File: src/rtl/psel_rr_pkg.sv
// psel_pkg: shared definitions for the psel_rr round-robin selector.
//   state_t      - arbiter state (IDLE: no owner, OWN: owner held in gnt_idx)
//   NUM_REQ_DEF  - default requester count
//   MAX_HOLD_DEF - default hold limit (used only with PSEL_RR_HOLD_LIMIT_EN)
package psel_pkg;

   typedef enum logic {
      IDLE = 1'b0,
      OWN  = 1'b1
   } state_t;

   localparam int unsigned NUM_REQ_DEF  = 8;
   localparam int unsigned MAX_HOLD_DEF = 4;

endpackage

File: src/rtl/psel_rr_pick.sv
// psel_rr_pick: combinational rotating-priority picker.
// The search order is ptr, ptr-1, ..., 0, NUM_REQ-1, ..., ptr+1. The first
// request that is set and not masked by excl wins.
// Ports:
//   req       in  NUM_REQ  request vector
//   ptr       in  IDX_W    highest-priority index for this search
//   excl      in  NUM_REQ  requesters removed from the search
//   win       out NUM_REQ  one-hot winner (zero when none)
//   win_idx   out IDX_W    binary winner index (zero when none)
//   win_valid out 1        a winner exists
module psel_rr_pick #(
   parameter  int unsigned NUM_REQ = psel_pkg::NUM_REQ_DEF,
   localparam int unsigned IDX_W   = $clog2(NUM_REQ)
) (
   input  logic [NUM_REQ-1:0] req,
   input  logic [IDX_W-1:0]   ptr,
   input  logic [NUM_REQ-1:0] excl,
   output logic [NUM_REQ-1:0] win,
   output logic [IDX_W-1:0]   win_idx,
   output logic               win_valid
);

   logic [NUM_REQ-1:0] elig;
   logic [IDX_W-1:0]   cand;

   always_comb begin
      elig      = req & ~excl;
      win       = '0;
      win_idx   = '0;
      win_valid = 1'b0;
      cand      = '0;
      for (int unsigned i = 0; i < NUM_REQ; i++) begin
         // Step i positions downward from ptr, wrapping modulo NUM_REQ.
         cand = IDX_W'((32'(ptr) + NUM_REQ - i) % NUM_REQ);
         if (!win_valid && elig[cand]) begin
            win_valid = 1'b1;
            win_idx   = cand;
            win[cand] = 1'b1;
         end
      end
   end

endmodule

File: src/rtl/psel_rr.sv
// psel_rr: round-robin priority selector with registered, held grants.
// Optional feature macro: PSEL_RR_HOLD_LIMIT_EN enables the bounded hold
// (hold_cnt + forced rotation); undefined, an owner keeps the grant while it
// keeps requesting and en stays high, and MAX_HOLD is ignored.
// Ports:
//   clock     in  1        rising-edge clock
//   reset     in  1        synchronous active-high reset
//   en        in  1        arbitration enable; low drops any grant
//   req       in  NUM_REQ  request vector
//   gnt       out NUM_REQ  registered one-hot grant
//   gnt_idx   out IDX_W    registered owner index (0 when no owner)
//   gnt_valid out 1        registered, high exactly when gnt != 0
//   req_up    out 1        combinational en & |req
module psel_rr
   import psel_pkg::*;
#(
   parameter  int unsigned NUM_REQ  = NUM_REQ_DEF,
   parameter  int unsigned MAX_HOLD = MAX_HOLD_DEF,
   localparam int unsigned IDX_W    = $clog2(NUM_REQ)
) (
   input  logic               clock,
   input  logic               reset,
   input  logic               en,
   input  logic [NUM_REQ-1:0] req,
   output logic [NUM_REQ-1:0] gnt,
   output logic [IDX_W-1:0]   gnt_idx,
   output logic               gnt_valid,
   output logic               req_up
);

   localparam logic [IDX_W-1:0] PTR_TOP = IDX_W'(NUM_REQ - 1);

   state_t             state;
   logic [IDX_W-1:0]   ptr;
   logic               own_req;
   logic               rotate;
   logic               handover;
   logic [IDX_W-1:0]   rot_ptr;
   logic [IDX_W-1:0]   pick_ptr;
   logic [NUM_REQ-1:0] pick_excl;
   logic [NUM_REQ-1:0] pick_win;
   logic [IDX_W-1:0]   pick_idx;
   logic               pick_valid;

`ifdef PSEL_RR_HOLD_LIMIT_EN
   localparam int unsigned    HW        = (MAX_HOLD > 1) ? $clog2(MAX_HOLD) : 1;
   localparam logic [HW-1:0]  HOLD_LAST = HW'(MAX_HOLD - 1);
   logic [HW-1:0] hold_cnt;
   logic          others;

   assign others = |(req & ~gnt);
   assign rotate = (state == OWN) && own_req && (hold_cnt == HOLD_LAST) && others;
`else
   logic unused_max_hold;

   assign unused_max_hold = (MAX_HOLD == 0);
   assign rotate          = 1'b0;
`endif

   assign req_up  = en & (|req);
   assign own_req = |(req & gnt);
   assign rot_ptr = (gnt_idx == '0) ? PTR_TOP : gnt_idx - 1'b1;

   // On a release or forced rotation the search already uses the advanced
   // pointer with the outgoing owner masked, so handover needs no idle cycle.
   assign handover  = (state == OWN) && (!own_req || rotate);
   assign pick_ptr  = handover ? rot_ptr : ptr;
   assign pick_excl = handover ? gnt : '0;

   psel_rr_pick #(
      .NUM_REQ (NUM_REQ)
   ) u_pick (
      .req       (req),
      .ptr       (pick_ptr),
      .excl      (pick_excl),
      .win       (pick_win),
      .win_idx   (pick_idx),
      .win_valid (pick_valid)
   );

   always_ff @(posedge clock) begin
      if (reset) begin
         state     <= IDLE;
         ptr       <= PTR_TOP;
         gnt       <= '0;
         gnt_idx   <= '0;
         gnt_valid <= 1'b0;
`ifdef PSEL_RR_HOLD_LIMIT_EN
         hold_cnt  <= '0;
`endif
      end else begin
         case (state)
            IDLE: begin
               if (en && pick_valid) begin
                  gnt       <= pick_win;
                  gnt_idx   <= pick_idx;
                  gnt_valid <= 1'b1;
                  state     <= OWN;
`ifdef PSEL_RR_HOLD_LIMIT_EN
                  hold_cnt  <= '0;
`endif
               end
            end
            OWN: begin
               // A release advances ptr even when en low drops the grant.
               if (!own_req) begin
                  ptr <= rot_ptr;
               end
               if (!en) begin
                  gnt       <= '0;
                  gnt_idx   <= '0;
                  gnt_valid <= 1'b0;
                  state     <= IDLE;
               end else if (handover) begin
                  ptr <= rot_ptr;
                  if (pick_valid) begin
                     gnt       <= pick_win;
                     gnt_idx   <= pick_idx;
                     gnt_valid <= 1'b1;
`ifdef PSEL_RR_HOLD_LIMIT_EN
                     hold_cnt  <= '0;
`endif
                  end else begin
                     gnt       <= '0;
                     gnt_idx   <= '0;
                     gnt_valid <= 1'b0;
                     state     <= IDLE;
                  end
               end else begin
`ifdef PSEL_RR_HOLD_LIMIT_EN
                  if (hold_cnt != HOLD_LAST) begin
                     hold_cnt <= hold_cnt + 1'b1;
                  end
`endif
               end
            end
            default: state <= IDLE;
         endcase
      end
   end

endmodule

File: config.mk
export PLATFORM = sky130hd
export DESIGN_NAME = psel_rr
export DESIGN_NICKNAME = d
export VERILOG_FILES = /design/src/rtl/psel_rr_pkg.sv /design/src/rtl/psel_rr_pick.sv /design/src/rtl/psel_rr.sv
export SDC_FILE = /design/constraint.sdc
export NUM_CORES = 1
export LEC_CHECK = 0
export ABC_CLOCK_PERIOD_IN_PS = 4200
export CAP_MARGIN = 0
export CORE_ASPECT_RATIO = 1.1
export CORE_MARGIN = 2
export CORE_UTILIZATION = 53
export CTS_CLUSTER_SIZE = 14
export DETAILED_ROUTE_END_ITERATION = 6
export PLACE_DENSITY = 0.78
export SLEW_MARGIN = 5
export SYNTH_ARGS = -nofsm -noshare
export SYNTH_HDL_FRONTEND = slang
export SYNTH_SLANG_ARGS = --single-unit
File: constraint.sdc
create_clock -name clock -period 4.2 [get_ports clock]
set_clock_uncertainty 0.05 [all_clocks]
set_input_delay 0.42 -clock clock [delete_from_list [all_inputs] [get_ports clock]]
set_output_delay 0.42 -clock clock [all_outputs]
set_load 0.01 [all_outputs]
Yosys cells after proc, flatten, opt, wreduce, memory -nomap -nowiden
Cells that the tools add are included.
{"block": "word_totals", "output_inout_bits": 13, "input_bits": 11, "regBits": 16}
{"block": "op_classes", "order_cmp": 16, "addsub": 9, "muxes": 81, "bitwise": 12, "reduce_logical": 29, "eq_ne": 2}
{"cell": "8-bit two-way mux", "n": 13}
{"cell": "8-bit bitwise OR", "n": 7}
{"cell": "3-bit two-way mux", "n": 17}
{"cell": "3-bit by 4-bit < comparator with 1-bit output (second input constant)", "n": 8}
{"cell": "1-bit two-way mux", "n": 31}
{"cell": "1-bit binary-select mux with 3-bit select", "n": 8}
{"cell": "1-bit demux with 3-bit select", "n": 8}
{"cell": "3-bit by 1-bit >= comparator with 1-bit output (second input constant)", "n": 8}
{"cell": "1-bit logical AND", "n": 17}
{"cell": "8-bit bitwise AND", "n": 2}
{"cell": "8-bit case mux with 2 select lines", "n": 1}
{"cell": "8-bit OR reduction", "n": 2}
{"cell": "3-bit subtractor (second input constant)", "n": 4}
{"cell": "1-bit zero test", "n": 8}
{"cell": "8-bit inverter", "n": 1}
{"cell": "3-bit case mux with 2 select lines", "n": 1}
{"cell": "3-bit by 1-bit subtractor with 3-bit output (second input constant)", "n": 2}
{"cell": "3-bit by 2-bit subtractor with 3-bit output (second input constant)", "n": 2}
{"cell": "1-bit case mux with 2 select lines", "n": 2}
{"cell": "3-bit by 1-bit adder with 3-bit output (second input constant)", "n": 1}
{"cell": "3-bit zero test", "n": 1}
{"cell": "3-bit by 2-bit != test with 1-bit output (second input constant)", "n": 1}
{"cell": "2-bit != test (second input constant)", "n": 1}
{"cell": "2-bit AND reduction", "n": 1}
{"cell": "other kinds (2)", "n": 2}

Logic depth before layout (Yosys ltp)
Gate-level depths: netlist of run 1.
{"block": "depth", "word_depth": 35, "mapped_depth": 20}

By module
Synthesis of run 1 repeated with hierarchy kept, for this count alone.
{"block": "hier_totals", "cells_unflattened": 299, "hier_area_um2": 2516.2}
{"module": "psel_rr_pick", "cells_each": 178, "area_each_um2": 1472.7, "n_inst": 1, "seq_area_each_um2": 0.0}
{"module": "psel_rr", "cells_each": 121, "area_each_um2": 1043.5, "n_inst": 1, "seq_area_each_um2": 320.3}

Worst setup path after synthesis of run 1
OpenSTA, ideal clock, no wires.
{"block": "synth_timing", "kind": "in2reg", "from": "input req[4]", "to": "register gnt[4]", "setup_time_ns": 0.122, "slack_ns": -0.197, "path_stages": 17, "t_arrival_ns": 4.225, "path_cell_list": "a22oi_1 nand2_1 buf_4 nor3_2 nor2_1 a21oi_1 inv_1 clkbuf_1 ha_1 clkbuf_1 mux4_2 nor3b_4 and3_4 buf_6 a21o_1 buf_6 o311a_1"}
{"block": "synth_between", "elab_chain_cells": 35}
{"element": "start: declaration", "line_no": "psel_rr.sv:24", "rtl": "input logic [NUM_REQ-1:0] req,"}
{"element": "parallel branches: the longest is 35 deep, another holds 3-bit by 4-bit < comparator with 1-bit output"}
{"element": "end signal: assignment", "line_no": "psel_rr.sv:95", "rtl": "gnt <= pick_win;"}
{"element": "end signal: assignment", "line_no": "psel_rr.sv:117", "rtl": "gnt <= pick_win;"}
{"element": "end: declaration", "line_no": "psel_rr.sv:25", "rtl": "output logic [NUM_REQ-1:0] gnt,"}
Several ways; the timed one is not identified. The select of a mux whose other input is x is not followed.
A chain may end at the register's enable or synchronous reset.

Worst setup path after layout of run 1
{"block": "layout_timing", "from": "input req[4]", "to": "register gnt_idx[2]"}
{"block": "layout_between", "elab_chain_cells": 35}
{"element": "parallel branches: the longest is 35 deep, another holds 3-bit by 1-bit adder with 3-bit output"}
{"element": "end signal: assignment", "line_no": "psel_rr.sv:96", "rtl": "gnt_idx <= pick_idx;"}
{"element": "end signal: assignment", "line_no": "psel_rr.sv:118", "rtl": "gnt_idx <= pick_idx;"}
{"element": "end: declaration", "line_no": "psel_rr.sv:26", "rtl": "output logic [IDX_W-1:0] gnt_idx,"}
Several ways; the timed one is not identified. The select of a mux whose other input is x is not followed.

==> results of run 1 <==
-- flip-flops by register name, indices dropped and copies added (netlist names) --
name / cells
gnt: 8
gnt_idx: 3
gnt_valid: 1
state: 1
ptr: 3
-- stage by stage --
step / setup TNS [ns] / utilization (%) / setup WS [ns]
floorplan: 0 / - / 0.0747
global placement: 0 / 66.9 / 0.105
detailed placement: 0 / 66.9 / 0.0298
CTS: 0 / 68.2 / 0.217
global route: -0.0227 / 68.7 / -0.0156
finish: 0 / 68.7 / 0.142
-- timing repair --
action	in CTS	in global routing
gates resized for setup	0	6
setup endpoints to repair	0	10
hold endpoints to repair	0	0
-- layout by cell type (no fill, tap or decap), drive strengths merged, types with 4 or more instances in the layout --
cell type       n
nand2b         15
o21ai           9
and2            6
a2111oi         7
o32ai           8
a21oi          12
nor4            4
nor2           16
nand3           6
a32oi           7
a211oi         11
a22oi           6
o211ai          4
nor3            5
a221oi          5
dfxtp          16
ha              8
buf            43
mux2i           6
clkdlybuf4s50  23
nand2          47
inv            15
o22ai           6
clkbuf          4
nand4           9
-- path summary, 6_finish.rpt --
kind              slack [ns]               startpoint                      end
setup reg to reg        0.25  gnt_idx[0]$_SDFFE_PP0P_  gnt_idx[2]$_SDFFE_PP0P_
setup / recovery        0.14                   req[4]  gnt_idx[2]$_SDFFE_PP0P_
hold / removal          0.43   gnt_valid$_SDFFE_PP0P_   gnt_valid$_SDFFE_PP0P_
hold reg to reg         0.43   gnt_valid$_SDFFE_PP0P_   gnt_valid$_SDFFE_PP0P_
-- metal layers --
| layer | up-vias | global-route usage, % | wire (µm) |
|---|---|---|---|
| li1 | 1300 | - | - |
| met4 | 0 | 11.1 | 233 |
| met3 | 37 | 3.18 | 741 |
| met2 | 180 | 56.9 | 3830 |
| met1 | 1339 | 43.8 | 3280 |
| met5 | - | 0 | 0 |
-- cells by family after synthesis --
group	after synthesis
flops	16
compound gates	107
fa+ha+maj	8
xor+xnor	3
buf+inv	36
simple gates	127
mux	11
-- cells in the mapped netlist, types with 3 or more instances --
cell and n:
nand2_1 45, dfxtp_1 16, inv_1 14, nand2b_1 14, nor2_1 14, a211oi_1 11, a21oi_1 10, nand4_1 9
ha_1 8, o21ai_0 7, o32ai_1 7, a32oi_1 6, and2_1 6, buf_2 5, buf_6 5, clkbuf_1 5
mux2i_1 5, nand3_1 5, o22ai_1 5, a221oi_1 4, a22oi_1 4, buf_4 4, nor3_1 4, o211ai_1 4
a2111oi_0 3, a2111oi_2 3, a31oi_1 3, a32o_1 3, mux2_2 3, nand3b_1 3, nor2b_1 3, nor4_1 3
o2111ai_1 3, o221ai_1 3
-- worst max-delay path, cell delays in order --
cell             delay (ns)
clkdlybuf4s50_1        0.43
a22oi_1                0.28
nand2_1                0.19
nor4_4                 0.27
or2_1                  0.17
inv_1                  0.07
ha_1                   0.23
and2_1                 0.15
o2111ai_1              0.20
nand2_1                0.11
mux4_2                 0.28
nor3b_4                0.26
buf_4                  0.18
and3_4                 0.24
a21boi_0               0.11
a211oi_1               0.38
o32ai_1                0.16
-- layout make-up --
type,instances,area [µm²],share of cell area (%)
tap,54,67.6,2.28
inverter,15,56.3,1.90
clock buffer,4,55.1,1.86
multi-input combinational,256,1910,64.5
sequential,16,322,10.8
timing repair buffer,66,553,18.7
-- report_power, final --
part | total, W | switching, W | internal [W]
Clock | 0.000145 | 0.0000620 | 0.0000835
Sequential | 0.000212 | 0.0000305 | 0.000181
Combinational | 0.00131 | 0.000756 | 0.000550
==> flow_summary.toml, run 1 <==
[outcome]
status = "completed"

[clock_network]
clock_latency_ns = 0.26
cts_tree = "yes"
cts_setup_buffers = 0
ctsRootBufferMaster = "clkbuf_8"
clkSinkCount = 16
clk_pin_slew_ns = 0.07
cts_buffers = 3
htree_levels = 1
clockBufferDepth = 2
cts_hold_buf = 0

[synth]
synthXorXnorAreaFrac_pct = 1.88
synth_fp_nets = 327
avgSynthCellArea_um2 = 7.80
synthSimpleGateAreaFrac_pct = 28.5
yosys_most_used_dff = "dfxtp_1"
synth_fa_ha_area_share_pct = 4.17
synth_warnings = 0
synth_compound_gate_area_share_pct = 38.1
synth_area_leader_cell = "dfxtp_1"
synthArstFlopShare_pct = 0
synth_edf_count = 0
seq_area_frac_synth_pct = 13.3
synth_top_area_share_pct = 13.3
yosysUniqueCellTypes = 80
netlist_instances = 308
synth_area_leaders = "dfxtp_1 (13%), nand2_1 (7.0%), ha_1 (4.2%)"
synth.ff_latch_count = 16
synth.area.mux_share_pct = 5.94
synth_top_family_by_area = "compound AO/OA/AOI/OAI gates"
syn_area_um2 = 2400

[hold_path]
hold_path_depth = 2
hold_class = "reg2reg"

[cells_and_area]
syn_to_final_growth_pct = 23.4
final_layout_size_suffix_gt1_share_pct = 24.4
final_nets = 377
fin_area_um2 = 2960
n_fill_cell = 375
final_cells = 411
antenna_cells = 0

[routing]
drc = 0
drt_iter0_markers = 438
vias = 2856
ant_nets = 0
wirelength_um = 8080
dr.pass1.iters = 5
wl_per_cell_um = 19.7
vias_per_cell = 6.95

[die]
initial_core_util_pct = 55.6
die_area_um2 = 5090
core_um2 = 4320
ios = 24
die_h_um = 74.6
rows = 25
die_w_um = 68.2

[placement]
numPortBuffers = 23
dp.cells = 407
place.gp.congestion = 1.03
post-dp-hpwl_um = 6140
placed_cell_area_um2 = 2890

[power]
ir_worst_vdd_mv = 0.369
p_leak_nw = 1.06
power_w = 0.00166
power_density_nw_per_um2 = 561

[timing]
hold_violations = 0
fmax_ghz = 0.246
fin_crit_ns = 4.06
hold_ws_ns = 0.428
relSlewSlack_pct = 60.7
slew_violations = 0
worstMarginPinSlew_ns = 0.589
setup_viol = 0
period_share_pct = 96.6

[setup_path]
path_class = "in2reg"
worst_ep_required_time_ns = 4.28
endpoint_kind = "register"
worst-path-max-fanout = 6
cp-start-kind = "input port"
rr_worst_depth = 18
cp.arrival_ns = 4.14

[grt]
grt_pass1_wl_um = 12900
grt_usage_pct = 33.4
grt-ovfl-total = 0
grt_antenna_before_repair = 0
grt_max_degree = 19
grt_pass1_vias = 2595

[run]
cap_violations = 0
Note: power is estimated with default switching activity, not from simulation.
==> inputs of run 2 (changes only) <==
Settings changed: CORE_MARGIN 2 to unset, CORE_UTILIZATION 53 to 59, DONT_BUFFER_PORTS set to 1.
==> run 2 against run 1 <==
Net effect:
- core utilization rose by 1.3 points
- fmax up 1.2%
- combinational power fell by 7%
- worst setup slack gained 0.050 ns
- wire length fell by 5.6%
- largest power group unchanged
- total power shrank 5.4%
- count of clock-buffer cells in the layout unchanged
- global-route usage is 2.0 points higher
- register-to-register slack lost 0.06 ns
- final cell count shrank 11%
- design area decreased by 11%
==> flow_summary.toml, run 2 (synthesis results as in run 1) <==
[outcome]
status = "completed"

[timing]
fin_crit_ns = 4.01
hold_ws_ns = 0.183
fmax_ghz = 0.249
worstMarginPinSlew_ns = 0.585
setup_viol = 0
setup_ws_ns = 0.192
slew_violations = 0
hold_violations = 0
period_share_pct = 95.4
relSlewSlack_pct = 60.7

[setup_path]
r2r_setup_slack_ns = 0.19
r2r-end = "gnt_idx[2]$_SDFFE_PP0P_"
startpoint = "gnt[4]$_SDFFE_PP0P_"
endpoint_kind = "register"
r2r_start = "gnt[4]$_SDFFE_PP0P_"
cp-start-kind = "register"
worst_ep_required_time_ns = 4.28
path_class = "reg2reg"
crit_end = "gnt_idx[2]$_SDFFE_PP0P_"
cp.arrival_ns = 4.09
worst-path-max-fanout = 11
rr_worst_depth = 13

[die]
initial_core_util_pct = 63.7
die_w_um = 62.8
ios = 24
core_um2 = 3770
die_h_um = 68.9
die_area_um2 = 4330
rows = 23

[cells_and_area]
largest_register = "gnt"
final_common_cell = "nand2_1"
syn_to_final_growth_pct = 9.80
final_core_util_pct = 69.9
final_cell_mix = "nand2_1 (44), buf_4 (24), dfxtp_1 (15)"
top_regs = "gnt: 8 flops, gnt_idx: 3 flops, ptr: 3 flops"
final_nets = 336
antenna_cells = 0
n_fill_cell = 311
final_layout_size_suffix_gt1_share_pct = 22.5
largest_reg_flops = 8

[placement]
dp_slack_ns = -0.00525
place.gp.congestion = 0.971
post-dp-hpwl_um = 5610
numPortBuffers = 0

[routing]
vias_per_cell = 7.26
vias = 2658
wirelength_um = 7630
ant_nets = 0
wl_per_cell_um = 20.8
drt_iter0_markers = 337
drc = 0
dr.pass1.iters = 5

[power]
ir_worst_vdd_mv = 0.456
swShare_pct = 53.2
power_density_nw_per_um2 = 597
p_seq_share_pct = 14.2
p_int_w = 0.000737
clkPwrFrac_pct = 8.6
p_leak_nw = 0.890
pwr-share-comb_pct = 77.2
p_switching_w = 0.000838

[clock_network]
cts_tree = "yes"
clkSinkCount = 16
htree_levels = 1
clockBufferDepth = 2
clk_pin_slew_ns = 0.06
cts_buffers = 3
cts_hold_buf = 0
ctsRootBufferMaster = "clkbuf_8"
clock_latency_ns = 0.25

[run]
cap_violations = 0

[grt]
grt_max_degree = 19
grt_pass1_vias = 2352
grt_pass1_wl_um = 11900
grt-ovfl-total = 0
grt_usage_pct = 35.3
grt_antenna_before_repair = 0

[hold_path]
hold_class = "in2reg"
hold_path_depth = 1
[run 2: cell types whose count changed in the layout (fill, tap and decap cells not counted), sizes merged]
cell,previous run,this run
clkdlybuf4s50,23,0
buf,43,24
nand3,6,7
[run 2: per-stage QoR]
| step | instance area, µm² | total power (W) | TNS (ns) | instances |
|---|---|---|---|---|
| floorplan | 2410 | 0.00106 | 0 | 308 |
| global placement | 2480 | 0.00128 | 0 | 357 |
| detailed placement | 2480 | 0.00130 | -0.00525 | 357 |
| CTS | 2560 | 0.00146 | 0 | 361 |
| global route | 2640 | 0.00166 | -0.0557 | 366 |
| finish | 2640 | 0.00157 | 0 | 366 |
[run 2: worst min path at each step]
stage | from | to | slack, ns
6_report | reset | gnt[6]$_SDFFE_PP0P_ | 0.18
5_1_grt | reset | gnt[6]$_SDFFE_PP0P_ | 0.18
4_1_cts | reset | gnt[6]$_SDFFE_PP0P_ | 0.18
3_5_place_dp | reset | gnt[6]$_SDFFE_PP0P_ | 0.44
3_3_place_gp | reset | gnt[6]$_SDFFE_PP0P_ | 0.44
2_1_floorplan | gnt_valid$_SDFFE_PP0P_ | gnt_valid$_SDFFE_PP0P_ | 0.43
[run 2: final cells by class]
| type | instances | area [µm²] | area share [%] |
|---|---|---|---|
| Multi-Input combinational cell | 257 | 1960 | 74.4 |
| Tap cell | 50 | 62.6 | 2.37 |
| Timing Repair Buffer | 24 | 180 | 6.83 |
| Clock buffer | 4 | 55.1 | 2.09 |
| Inverter | 15 | 56.3 | 2.14 |
| Sequential cell | 16 | 322 | 12.2 |
[run 2: repair_timing]
| action | 4_1_cts | 5_1_grt |
|---|---|---|
| gates resized for setup | 3 | 7 |
| cloned | 0 | 1 |
| setup buffers | 0 | 4 |
| hold endpoints to repair | 0 | 0 |
| pin swaps | 0 | 4 |
| setup endpoints to repair | 1 | 10 |
[run 2: critical path, cell delays in order, from the launching register on]
cell and delay (ns):
dfxtp_1 0.37, a22oi_1 0.28, and2_1 0.24, a31oi_1 0.13, or2_1 0.26, buf_4 0.19, ha_1 0.30, xnor2_4 0.42
mux2i_4 0.41, buf_4 0.24, and3_4 0.26, a21o_2 0.26, nand3b_1 0.25, o32ai_1 0.24
[run 2: power by group through the flow]
stage                     combinational (W)  sequential [W]  clock (W)
after floorplan                    0.000841        0.000215          0
after global placement              0.00106        0.000225          0
after detailed placement            0.00107        0.000226          0
after CTS                           0.00110        0.000223   0.000135
after global routing                0.00130        0.000226   0.000139
final                               0.00122        0.000224   0.000135
[run 2: per-layer routing]
metal	up-vias	part of all wire [%]	wire length [µm]	global-route usage, %
li1	1220	-	-	-
met3	17	10	782	2.96
met5	-	0	0	0
met4	0	1.9	147	10.8
met1	1232	40	3050	46.6
met2	189	48	3640	61.8
